[src/rtl/vend_pkg.sv]
// ============================================================================
// Module   : vend_pkg
// Brief    : Shared encodings, states, coin values and price table for the
//            vending controller.
// Revision : 1.0 - initial release
// ============================================================================
`default_nettype none

package vend_pkg;

    localparam logic [2:0] ROM_ADD1   = 3'd0;
    localparam logic [2:0] ROM_ADD10  = 3'd1;
    localparam logic [2:0] ROM_ADD100 = 3'd2;
    localparam logic [2:0] ROM_CLEAR  = 3'd3;
    localparam logic [2:0] ROM_NOP    = 3'd4;

    localparam logic [9:0] COIN_1   = 10'd1;
    localparam logic [9:0] COIN_10  = 10'd10;
    localparam logic [9:0] COIN_100 = 10'd100;

    typedef enum logic [2:0] {
        S_IDLE     = 3'd0,
        S_RUN      = 3'd1,
        S_SETTLE   = 3'd2,
        S_CHECK    = 3'd3,
        S_DISPENSE = 3'd4,
        S_CLR      = 3'd5
    } state_t;

    localparam logic [9:0] PRICE [0:7] = '{
        10'd25, 10'd50, 10'd75, 10'd100, 10'd125, 10'd150, 10'd200, 10'd250
    };

    function automatic logic [9:0] price_of(input logic [2:0] item);
        return PRICE[item];
    endfunction

endpackage

`default_nettype wire

[src/rtl/vend_controller_op_timer.sv]
// ============================================================================
// Module   : op_timer
// Brief    : Loadable down-counter; done pulses in the last counted cycle.
// Revision : 1.0 - initial release
// ============================================================================
`default_nettype none

module op_timer #(
    parameter int WIDTH = 8
) (
    input  logic             clk,
    input  logic             reset,
    input  logic             load,
    input  logic [WIDTH-1:0] load_val,
    output logic             done
);

    logic [WIDTH-1:0] count_q, count_d;
    logic             busy_q,  busy_d;

    always_comb begin
        count_d = count_q;
        busy_d  = busy_q;
        if (load) begin
            count_d = load_val;
            busy_d  = 1'b1;
        end else if (busy_q) begin
            if (count_q == '0) begin
                busy_d = 1'b0;
            end else begin
                count_d = count_q - 1'b1;
            end
        end
    end

    always_ff @(posedge clk) begin
        if (reset) begin
            count_q <= '0;
            busy_q  <= 1'b0;
        end else begin
            count_q <= count_d;
            busy_q  <= busy_d;
        end
    end

    assign done = busy_q && (count_q == '0);

endmodule

`default_nettype wire

[src/rtl/vend_controller.sv]
// ============================================================================
// Module   : vend_controller
// Brief    : Sequences coin/selection/cancel events into rom_num programs for
//            prog_calculator. Optional macro VEND_CHANGE_EN returns vend change.
// Revision : 1.0 - initial release
// ============================================================================
`default_nettype none

module vend_controller
    import vend_pkg::*;
#(
    parameter int PROG_LEN = 8,
    parameter int SETTLE   = 2,
    parameter int MAX_PAID = 999
) (
    input  logic       clk,
    input  logic       reset,
    input  logic       coin_1,
    input  logic       coin_10,
    input  logic       coin_100,
    input  logic       sel_valid,
    input  logic [2:0] sel_item,
    input  logic       cancel,
    input  logic [9:0] paid,
    output logic [2:0] rom_num,
    output logic       ready,
    output logic       dispense,
    output logic [2:0] item_out,
    output logic [9:0] change,
    output logic       change_valid,
    output logic       short,
    output logic       reject
);

    localparam int         TIMER_W  = 8;
    localparam logic [10:0] MAX_SUM = 11'(MAX_PAID);
    localparam logic [TIMER_W-1:0] PROG_LOAD   = TIMER_W'(PROG_LEN - 1);
    localparam logic [TIMER_W-1:0] SETTLE_LOAD = TIMER_W'(SETTLE - 1);

    state_t      state_q,        state_d;
    logic [2:0]  op_q,           op_d;
    logic [2:0]  item_q,         item_d;
    logic [2:0]  rom_num_q,      rom_num_d;
    logic        ready_q,        ready_d;
    logic        dispense_q,     dispense_d;
    logic [2:0]  item_out_q,     item_out_d;
    logic [9:0]  change_q,       change_d;
    logic        change_valid_q, change_valid_d;
    logic        short_q,        short_d;
    logic        reject_q,       reject_d;

    logic               tmr_load;
    logic [TIMER_W-1:0] tmr_val;
    logic               tmr_done;

    logic        coin_hit;
    logic [9:0]  coin_val;
    logic [2:0]  coin_op;
    logic [10:0] coin_sum;
    logic [9:0]  price;

    op_timer #(.WIDTH(TIMER_W)) u_op_timer (
        .clk      (clk),
        .reset    (reset),
        .load     (tmr_load),
        .load_val (tmr_val),
        .done     (tmr_done)
    );

    // Highest-value coin wins when several arrive together.
    always_comb begin
        coin_hit = 1'b1;
        coin_val = COIN_1;
        coin_op  = ROM_ADD1;
        if (coin_100) begin
            coin_val = COIN_100;
            coin_op  = ROM_ADD100;
        end else if (coin_10) begin
            coin_val = COIN_10;
            coin_op  = ROM_ADD10;
        end else if (!coin_1) begin
            coin_hit = 1'b0;
        end
    end

    assign coin_sum = {1'b0, paid} + {1'b0, coin_val};
    assign price    = price_of(item_q);

`ifdef VEND_CHANGE_EN
    logic [9:0] vend_diff;
    assign vend_diff = paid - price;
`endif

    always_comb begin
        state_d        = state_q;
        op_d           = op_q;
        item_d         = item_q;
        item_out_d     = item_out_q;
        change_d       = change_q;
        change_valid_d = 1'b0;
        dispense_d     = 1'b0;
        short_d        = 1'b0;
        reject_d       = 1'b0;
        tmr_load       = 1'b0;
        tmr_val        = PROG_LOAD;

        unique case (state_q)
            S_IDLE: begin
                if (ready_q) begin
                    if (cancel) begin
                        if (paid != 10'd0) begin
                            change_d       = paid;
                            change_valid_d = 1'b1;
                            state_d        = S_CLR;
                            tmr_load       = 1'b1;
                        end
                    end else if (sel_valid) begin
                        item_d  = sel_item;
                        state_d = S_CHECK;
                    end else if (coin_hit) begin
                        if (coin_sum > MAX_SUM) begin
                            reject_d = 1'b1;
                        end else begin
                            op_d     = coin_op;
                            state_d  = S_RUN;
                            tmr_load = 1'b1;
                        end
                    end
                end
            end
            S_RUN, S_CLR: begin
                if (tmr_done) begin
                    state_d  = S_SETTLE;
                    tmr_load = 1'b1;
                    tmr_val  = SETTLE_LOAD;
                end
            end
            S_SETTLE: begin
                if (tmr_done) begin
                    state_d = S_IDLE;
                end
            end
            S_CHECK: begin
                if (paid >= price) begin
                    state_d    = S_DISPENSE;
                    dispense_d = 1'b1;
                    item_out_d = item_q;
`ifdef VEND_CHANGE_EN
                    if (vend_diff != 10'd0) begin
                        change_d       = vend_diff;
                        change_valid_d = 1'b1;
                    end
`endif
                end else begin
                    short_d = 1'b1;
                    state_d = S_IDLE;
                end
            end
            S_DISPENSE: begin
                state_d  = S_CLR;
                tmr_load = 1'b1;
            end
            default: state_d = S_IDLE;
        endcase

        // Outputs are registered off the next state so they line up with it.
        rom_num_d = ROM_NOP;
        if (state_d == S_RUN) begin
            rom_num_d = op_d;
        end else if (state_d == S_CLR) begin
            rom_num_d = ROM_CLEAR;
        end
        ready_d = (state_d == S_IDLE);
    end

    always_ff @(posedge clk) begin
        if (reset) begin
            state_q        <= S_IDLE;
            op_q           <= ROM_NOP;
            item_q         <= 3'd0;
            rom_num_q      <= ROM_NOP;
            ready_q        <= 1'b0;
            dispense_q     <= 1'b0;
            item_out_q     <= 3'd0;
            change_q       <= 10'd0;
            change_valid_q <= 1'b0;
            short_q        <= 1'b0;
            reject_q       <= 1'b0;
        end else begin
            state_q        <= state_d;
            op_q           <= op_d;
            item_q         <= item_d;
            rom_num_q      <= rom_num_d;
            ready_q        <= ready_d;
            dispense_q     <= dispense_d;
            item_out_q     <= item_out_d;
            change_q       <= change_d;
            change_valid_q <= change_valid_d;
            short_q        <= short_d;
            reject_q       <= reject_d;
        end
    end

    assign rom_num      = rom_num_q;
    assign ready        = ready_q;
    assign dispense     = dispense_q;
    assign item_out     = item_out_q;
    assign change       = change_q;
    assign change_valid = change_valid_q;
    assign short        = short_q;
    assign reject       = reject_q;

endmodule

`default_nettype wire
[config.mk]
export PLATFORM = sky130hd
export DESIGN_NAME = vend_controller
export DESIGN_NICKNAME = d
export VERILOG_FILES = /design/src/rtl/vend_pkg.sv /design/src/rtl/vend_controller_op_timer.sv /design/src/rtl/vend_controller.sv
export SDC_FILE = /design/constraint.sdc
export NUM_CORES = 1
export LEC_CHECK = 0
export CORE_ASPECT_RATIO = 1.2
export CORE_MARGIN = 5
export CORE_UTILIZATION = 45
export CTS_CLUSTER_SIZE = 8
export DETAILED_ROUTE_END_ITERATION = 8
export PLACE_DENSITY_LB_ADDON = 0.12
export SLEW_MARGIN = 20
export SYNTH_ARGS = -nofsm -noshare
export SYNTH_HDL_FRONTEND = slang
export SYNTH_SLANG_ARGS = --single-unit
[constraint.sdc]
create_clock -name clk -period 5.4 [get_ports clk]
set_clock_uncertainty 0.05 [all_clocks]
set_input_delay 0.54 -clock clk [delete_from_list [all_inputs] [get_ports clk]]
set_output_delay 0.54 -clock clk [all_outputs]
set_load 0.05 [all_outputs]
==> flow_metrics.py, run 1 <==
metrics = {
    "outcome": {
        "run_status": "finished, final reports clean",
    },
    "placement": {
        "portBuffers": 40,
        "place.gp.congestion": 0.790,
        "post-place-cells": 354,
        "detailedPlace.worstSlack_ps": 1740,
        "detailed_place_hpwl_um": 4260,
    },
    "synth": {
        "syn_area_per_cell_sq_um": 8.89,
        "yosys.cell_count.top_type": "dfxtp_1",
        "postSynthCellCount": 262,
        "yosys.area.top_type_share_pct": 33.5,
        "synth-edff-count": 0,
        "yosys_register_bits": 39,
        "yosys-top-cells-area": "dfxtp_1 (34%), ha_1 (11%), mux2i_1 (9.0%)",
        "ys_types": 51,
        "post-synth-top-area-cell": "dfxtp_1",
        "most_instantiated_cells_after_synthesis": "dfxtp_1 (39), nor2_1 (32), mux2i_1 (21)",
        "synth-seq-area-share_pct": 33.5,
        "synthesis.yosys.warnings": 0,
        "syn_nets": 302,
        "most_common_flop_cell_mapped_by_yosys": "dfxtp_1",
        "asyncSetResetFlopFracSynth_pct": 0,
        "synthesis.area_sq_um": 2330,
    },
    "worst_setup_path": {
        "cp_slowest_cell": "clkdlybuf4s50_1",
        "worst_ep_arrival_time_ps": 3440,
        "regToRegStartpoint": "item_q[0]",
        "required_arrival_time_at_the_worst_endpoint_ps": 5500,
        "timing.critical_path.cells": "clkdlybuf4s50_1, nand2b_1, xnor2_1, ha_1, a21oi_1, o211ai_1, a31o_2, nand4_1, and2b_1, nand2_2, nor3_1, nor4_1",
        "cp_num_cells": 12,
        "worstPathBufferInverterCount": 1,
        "cp-start-kind": "input port",
        "critical_path.max_stage_delay_ps": 570,
        "r2r_cells": 12,
        "critPathTopFamily": "simple AND/OR/NAND/NOR gates",
        "rr_endpoint": "rom_num[2]",
        "reg2reg_slack_ps": 2130,
        "timing.critical_path.to_type": "flip-flop",
        "critical_path.max_fanout": 8,
        "worstSetupPathType": "input port to flip-flop",
    },
    "grt": {
        "first_global_vias": 2012,
        "grt_pass1_wl_um": 9200,
        "grt_start_max_net_pins": 37,
        "number_of_antenna_violations_at_the_first_check_in_global_routing": 0,
        "grt_overflow_total": 0,
        "track_usage_pct": 18.0,
    },
    "finish": {
        "drive_gt1_share_pct": 7.95,
        "finish.utilization_pct": 57.2,
        "diodes": 0,
        "fin_cells": 362,
        "nNetsFinal": 341,
        "num-fill-cells": 495,
        "syn_to_final_growth_pct": 22.2,
    },
    "power_and_ir_drop": {
        "max-vdd-ir-drop_uv": 209,
        "cellPowerDensity_nw_per_um2": 373,
        "power.sequential.fraction_pct": 36.3,
        "total_leakage_power_nw": 1.09,
        "power_frac_comb_pct": 46.1,
        "switching_part_of_the_total_pct": 40.6,
        "cell_internal_pwr_mw": 0.631,
        "total_switching_power_mw": 0.431,
        "clkPwrFrac_pct": 17.6,
    },
    "timing": {
        "total_count_of_max_transition_violations_in_the_final_report": 0,
        "timing.final.crit_share_pct": 61.8,
        "setup-tns-final_ps": 0,
        "slew_headroom_pct": 33.1,
        "layout_setup_ws_ps": 2060,
        "maxClockFrequency_mhz": 300,
        "setup_viol_count_final": 0,
        "max_slew.worst_pin.slew_ps": 995,
        "timing_hold_violations_final": 0,
        "timing.final.crit_period_ps": 3340,
        "rsz0062_at_grt": "false",
    },
    "min_path": {
        "hold_end": "rom_num[2]",
        "min_from": "op_q[2]",
        "worstHoldPathType": "flip-flop to flip-flop",
        "hold_depth": 2,
    },
    "clocking": {
        "cts_inserted_buffers": 5,
        "ctsRootBufferMaster": "clkbuf_8",
        "path_clk_slew_ps": 70,
        "clk_latency_worst_skew_pair_ps": 290,
        "cts_sinks": 39,
        "postCtsHoldBufs": 0,
        "tritoncts_clock_tree": "done",
        "cts_setup_buffers": 0,
        "clockBufferDepth": 2,
        "cts-htree-levels": 2,
        "post_cts.resized_instances": 0,
    },
    "routing": {
        "routed_wirelength_um": 5570,
        "routed_via_density": 5.38,
        "detail_route.iter0.violations": 98,
        "detail_route.wl_per_cell_um": 15.4,
        "route.detailed.drc": 0,
        "num_vias": 1948,
        "final_antenna_net_count": 0,
        "dr.pass1.iters": 4,
    },
    "flow_run": {
        "timing.max_cap.violations": 0,
    },
    "floorplan": {
        "design.die.area_sq_um": 6720,
        "placeableCoreArea_sq_um": 4970,
        "initial_utilization_pct": 46.8,
        "floorplan.io_pins": 41,
        "die_y_um": 88.8,
        "fp.dieW_um": 75.7,
        "fp-row-count": 28,
    },
}
placed cells by master, fill, tap and decap left out, types with 2 or more instances in the layout:
cell type         n
clkdlybuf4s50_1  40
dfxtp_1          39
nor2_1           32
mux2i_1          21
nand2_1          20
ha_1             20
nor4_1           14
o21ai_0          10
a21oi_1          10
inv_1             9
xnor2_1           7
nand2b_1          5
nor3_1            5
nor2b_1           5
clkbuf_8          5
a211oi_1          4
a21boi_0          4
nand3_1           4
nand3b_1          3
a31oi_1           3
xor2_1            3
a21o_1            2
a31o_2            2
o21bai_1          2
a211o_2           2
a311oi_1          2
clkbuf_1          2
buf_4             2
sequential cells by signal, indices dropped and copies added, names as in the netlist, 3 cells and up:
name / cells
change: 10
u_op_timer.count_q: 8
item_out: 3
item_q: 3
op_q: 3
rom_num: 3
state_q: 3
final cells by class:
type	count	area (sq um)	area share, %
Sequential cell	39	781	27.4
Inverter	9	33.8	1.19
Timing Repair Buffer	42	415	14.6
Multi-Input combinational cell	204	1460	51.3
Clock buffer	7	76.3	2.68
Tap cell	60	75.1	2.64
Clock inverter	1	5.00	0.176
tightest hold or removal path, cell delays in order (launching register included):
cell and delay [ps]:
dfxtp_1 320, nand3_1 60, nand2_1 40
layer usage:
layer / part of all wire [%] / vias to the layer above / GRT usage, % / wire length (um)
met3: 3.9 / 6 / 4.89 / 215
met5: 0 / - / 0 / 0
met1: 43 / 903 / 20.3 / 2390
met2: 52 / 30 / 32.6 / 2890
met4: 1.3 / 0 / 5.25 / 70
li1: - / 1009 / - / -
power groups by stage:
stage	clock network, mW	logic (mW)	registers, mW
6_report	0.187	0.490	0.385
5_1_grt	0.207	0.540	0.393
4_1_cts	0.196	0.497	0.385
3_5_place_dp	0	0.493	0.392
3_3_place_gp	0	0.488	0.391
2_1_floorplan	0	0.271	0.474
per-stage QoR:
stage / power, mW / hold slack, ps / instance area [sq um]
floorplan: 0.745 / 376 / 2330
CTS: 1.08 / 421 / 2850
global placement: 0.880 / 392 / 2770
global route: 1.14 / 452 / 2850
detailed placement: 0.885 / 405 / 2770
finish: 1.06 / 414 / 2850
cells by family after synthesis:
family                   synth area share [%]
buffers and inverters                    3.76
flip-flops                               33.5
AND/OR/NAND/NOR                          22.6
AO/OA/AOI/OAI                            16.6
adder cells (fa/ha/maj)                  10.7
XOR/XNOR                                 3.76
multiplexers                             9.02
worst max-delay path by stage:
| stage | from | end | slack, ps |
|---|---|---|---|
| floorplan | item_q[0] | rom_num[2] | 2650 |
| global placement | coin_100 | u_op_timer.count_q[4] | 1770 |
| detailed placement | coin_100 | u_op_timer.count_q[6] | 1740 |
| CTS | coin_100 | u_op_timer.count_q[6] | 2050 |
| global route | coin_100 | u_op_timer.count_q[6] | 1720 |
| finish | coin_100 | u_op_timer.count_q[6] | 2060 |
No activity file was read; power rests on OpenSTA's default activity.
==> run 2, diff against run 1 <==
clock period = 2.8 ns   (was 5.4 ns; I/O delays follow)
==> run 2 against run 1 <==
  * Cell count rose by 6.6%
  * Sequential share of layout area decreased by 2.3 points
  * Hold slack worse by 6.2 ps
  * Sequential cell count unchanged
  * Clock-buffer cell count down 1
  * Combinational power grew 110%
  * Clock power increased to 2.7 times the previous value
  * Sequential power increased by 94%
  * Setup slack lost 1900 ps
  * Via count grew 6.6%
==> flow_metrics.py, run 2 (synthesis results as in run 1) <==
metrics = {
    "routing": {
        "routed_via_density": 5.38,
        "detail_route.iter0.violations": 97,
        "dr.pass1.iters": 4,
        "num_vias": 2077,
        "route.detailed.drc": 0,
        "routed_wirelength_um": 5900,
        "detail_route.wl_per_cell_um": 15.3,
        "final_antenna_net_count": 0,
    },
    "timing": {
        "timing_hold_violations_final": 0,
        "layout_setup_ws_ps": 161,
        "timing.final.crit_period_ps": 2640,
        "total_count_of_max_transition_violations_in_the_final_report": 0,
        "slew_headroom_pct": 59.1,
        "rsz0062_at_grt": "false",
        "max_slew.worst_pin.slew_ps": 607,
        "maxClockFrequency_mhz": 379,
        "setup-tns-final_ps": 0,
        "timing.final.crit_share_pct": 94.3,
        "setup_viol_count_final": 0,
    },
    "power_and_ir_drop": {
        "power.sequential.fraction_pct": 32.9,
        "cell_internal_pwr_mw": 1.39,
        "total_leakage_power_nw": 1.24,
        "max-vdd-ir-drop_uv": 430,
        "power_frac_comb_pct": 45.2,
        "switching_part_of_the_total_pct": 38.8,
        "total_switching_power_mw": 0.879,
        "clkPwrFrac_pct": 21.9,
        "cellPowerDensity_nw_per_um2": 727,
        "p_total_mw": 2.27,
    },
    "grt": {
        "grt_pass1_wl_um": 9980,
        "first_global_vias": 2105,
        "track_usage_pct": 19.5,
        "number_of_antenna_violations_at_the_first_check_in_global_routing": 0,
        "grt_start_max_net_pins": 36,
        "grt_overflow_total": 0,
    },
    "finish": {
        "fin_cells": 386,
        "final_design_area_no_fill_sq_um": 3110,
        "nNetsFinal": 365,
        "layout_common_cells": "dfxtp_1 (39), clkdlybuf4s50_1 (39), nor2_1 (32)",
        "syn_to_final_growth_pct": 33.7,
        "diodes": 0,
        "largest_reg_flops": 10,
        "drive_gt1_share_pct": 17.5,
    },
    "worst_setup_path": {
        "regToRegStartpoint": "item_q[0]",
        "r2r_cells": 13,
        "required_arrival_time_at_the_worst_endpoint_ps": 2960,
        "timing.critical_path.to_type": "flip-flop",
        "worst_ep_arrival_time_ps": 2800,
        "cp-start-kind": "input port",
        "worstSetupPathType": "input port to flip-flop",
        "rr_endpoint": "rom_num[0]",
        "reg2reg_slack_ps": 220,
        "critical_path.max_fanout": 5,
    },
    "floorplan": {
        "initial_utilization_pct": 46.8,
        "die_y_um": 88.8,
        "fp.dieW_um": 75.7,
        "design.die.area_sq_um": 6720,
        "fp-row-count": 28,
        "floorplan.io_pins": 41,
        "placeableCoreArea_sq_um": 4970,
    },
    "flow_run": {
        "timing.max_cap.violations": 0,
    },
    "min_path": {
        "hold_end": "rom_num[2]",
        "min_from": "op_q[2]",
        "worstHoldPathType": "flip-flop to flip-flop",
        "hold_depth": 2,
    },
    "placement": {
        "portBuffers": 40,
        "detailedPlace.worstSlack_ps": -169,
        "post-place-cells": 377,
        "detailed_place_hpwl_um": 4510,
        "place.gp.congestion": 0.810,
        "placement.cell_area_sq_um": 2950,
    },
    "clocking": {
        "clk_latency_worst_skew_pair_ps": 300,
        "ctsRootBufferMaster": "clkbuf_8",
        "clockBufferDepth": 2,
        "tritoncts_clock_tree": "done",
        "cts_sinks": 39,
        "cts_inserted_buffers": 5,
        "path_clk_slew_ps": 70,
        "cts-htree-levels": 2,
    },
    "outcome": {
        "run_status": "finished, final reports clean",
    },
}
## run 2: cell count changes in the layout (fill, tap and decap cells not counted), sizes merged
cell,previous run,this run
buf,2,26
dlymetal6s2s,0,1
bufinv,0,1
clkdlybuf4s50,40,39
clkbuf,7,6
## run 2: what timing repair did
item / CTS / global route
hold buffers: 0 / 0
hold endpoints to repair: 0 / 0
endpoints found under the setup margin: 0 / 18
setup buffers: 0 / 1
resized for setup: 0 / 10
## run 2: power groups by stage
stage          sequential, mW  combinational, mW  clock [mW]
2_1_floorplan           0.914              0.522           0
3_5_place_dp            0.755               1.01           0
3_3_place_gp            0.754               1.00           0
4_1_cts                 0.743               1.02       0.504
5_1_grt                 0.762               1.12       0.533
6_report                0.745               1.02       0.497
## run 2: metrics by stage
| stage | hold slack (ps) | util [%] |
|---|---|---|
| 2_1_floorplan | 374 | - |
| 3_3_place_gp | 385 | 59.3 |
| 3_5_place_dp | 400 | 59.3 |
| 4_1_cts | 416 | 61.7 |
| 5_1_grt | 443 | 62.6 |
| 6_report | 408 | 62.6 |
## run 2: worst max path at each step
| stage | startpoint | endpoint | slack, ps | depth (start not counted) |
|---|---|---|---|---|
| CTS | item_q[0] | rom_num[0] | 110 | 13 |
| floorplan | item_q[0] | rom_num[2] | 50 | 12 |
| detailed placement | coin_100 | u_op_timer.count_q[2] | -170 | 10 |
| global route | item_q[0] | rom_num[0] | 4 | 13 |
| global placement | coin_100 | u_op_timer.count_q[2] | -90 | 12 |
| finish | paid[0] | u_op_timer.count_q[1] | 160 | 11 |
## run 2: area by class of cell
class | instances | area (sq um)
clock buffer | 6 | 82.6
clock inverter | 2 | 35.0
fill | 457 | 1860
inverter | 9 | 33.8
multi-input combinational | 204 | 1500
sequential | 39 | 781
tap | 60 | 75.1
timing repair buffer | 66 | 611
## run 2: critical path, cell delays in order
cell and delay (ps):
clkdlybuf4s50_1 440, buf_4 150, ha_1 240, a21oi_1 250, o21bai_4 110, a2111oi_4 390
o221ai_2 160, nand4_2 130, nand2_2 80, or3_4 360, a311oi_1 200
## run 2: routing by layer
layer | global-route usage [%] | wire length (um)
met1 | 23.9 | 2590
met2 | 33.4 | 2960
met3 | 4.09 | 261
met4 | 6.68 | 82
met5 | 0 | 0
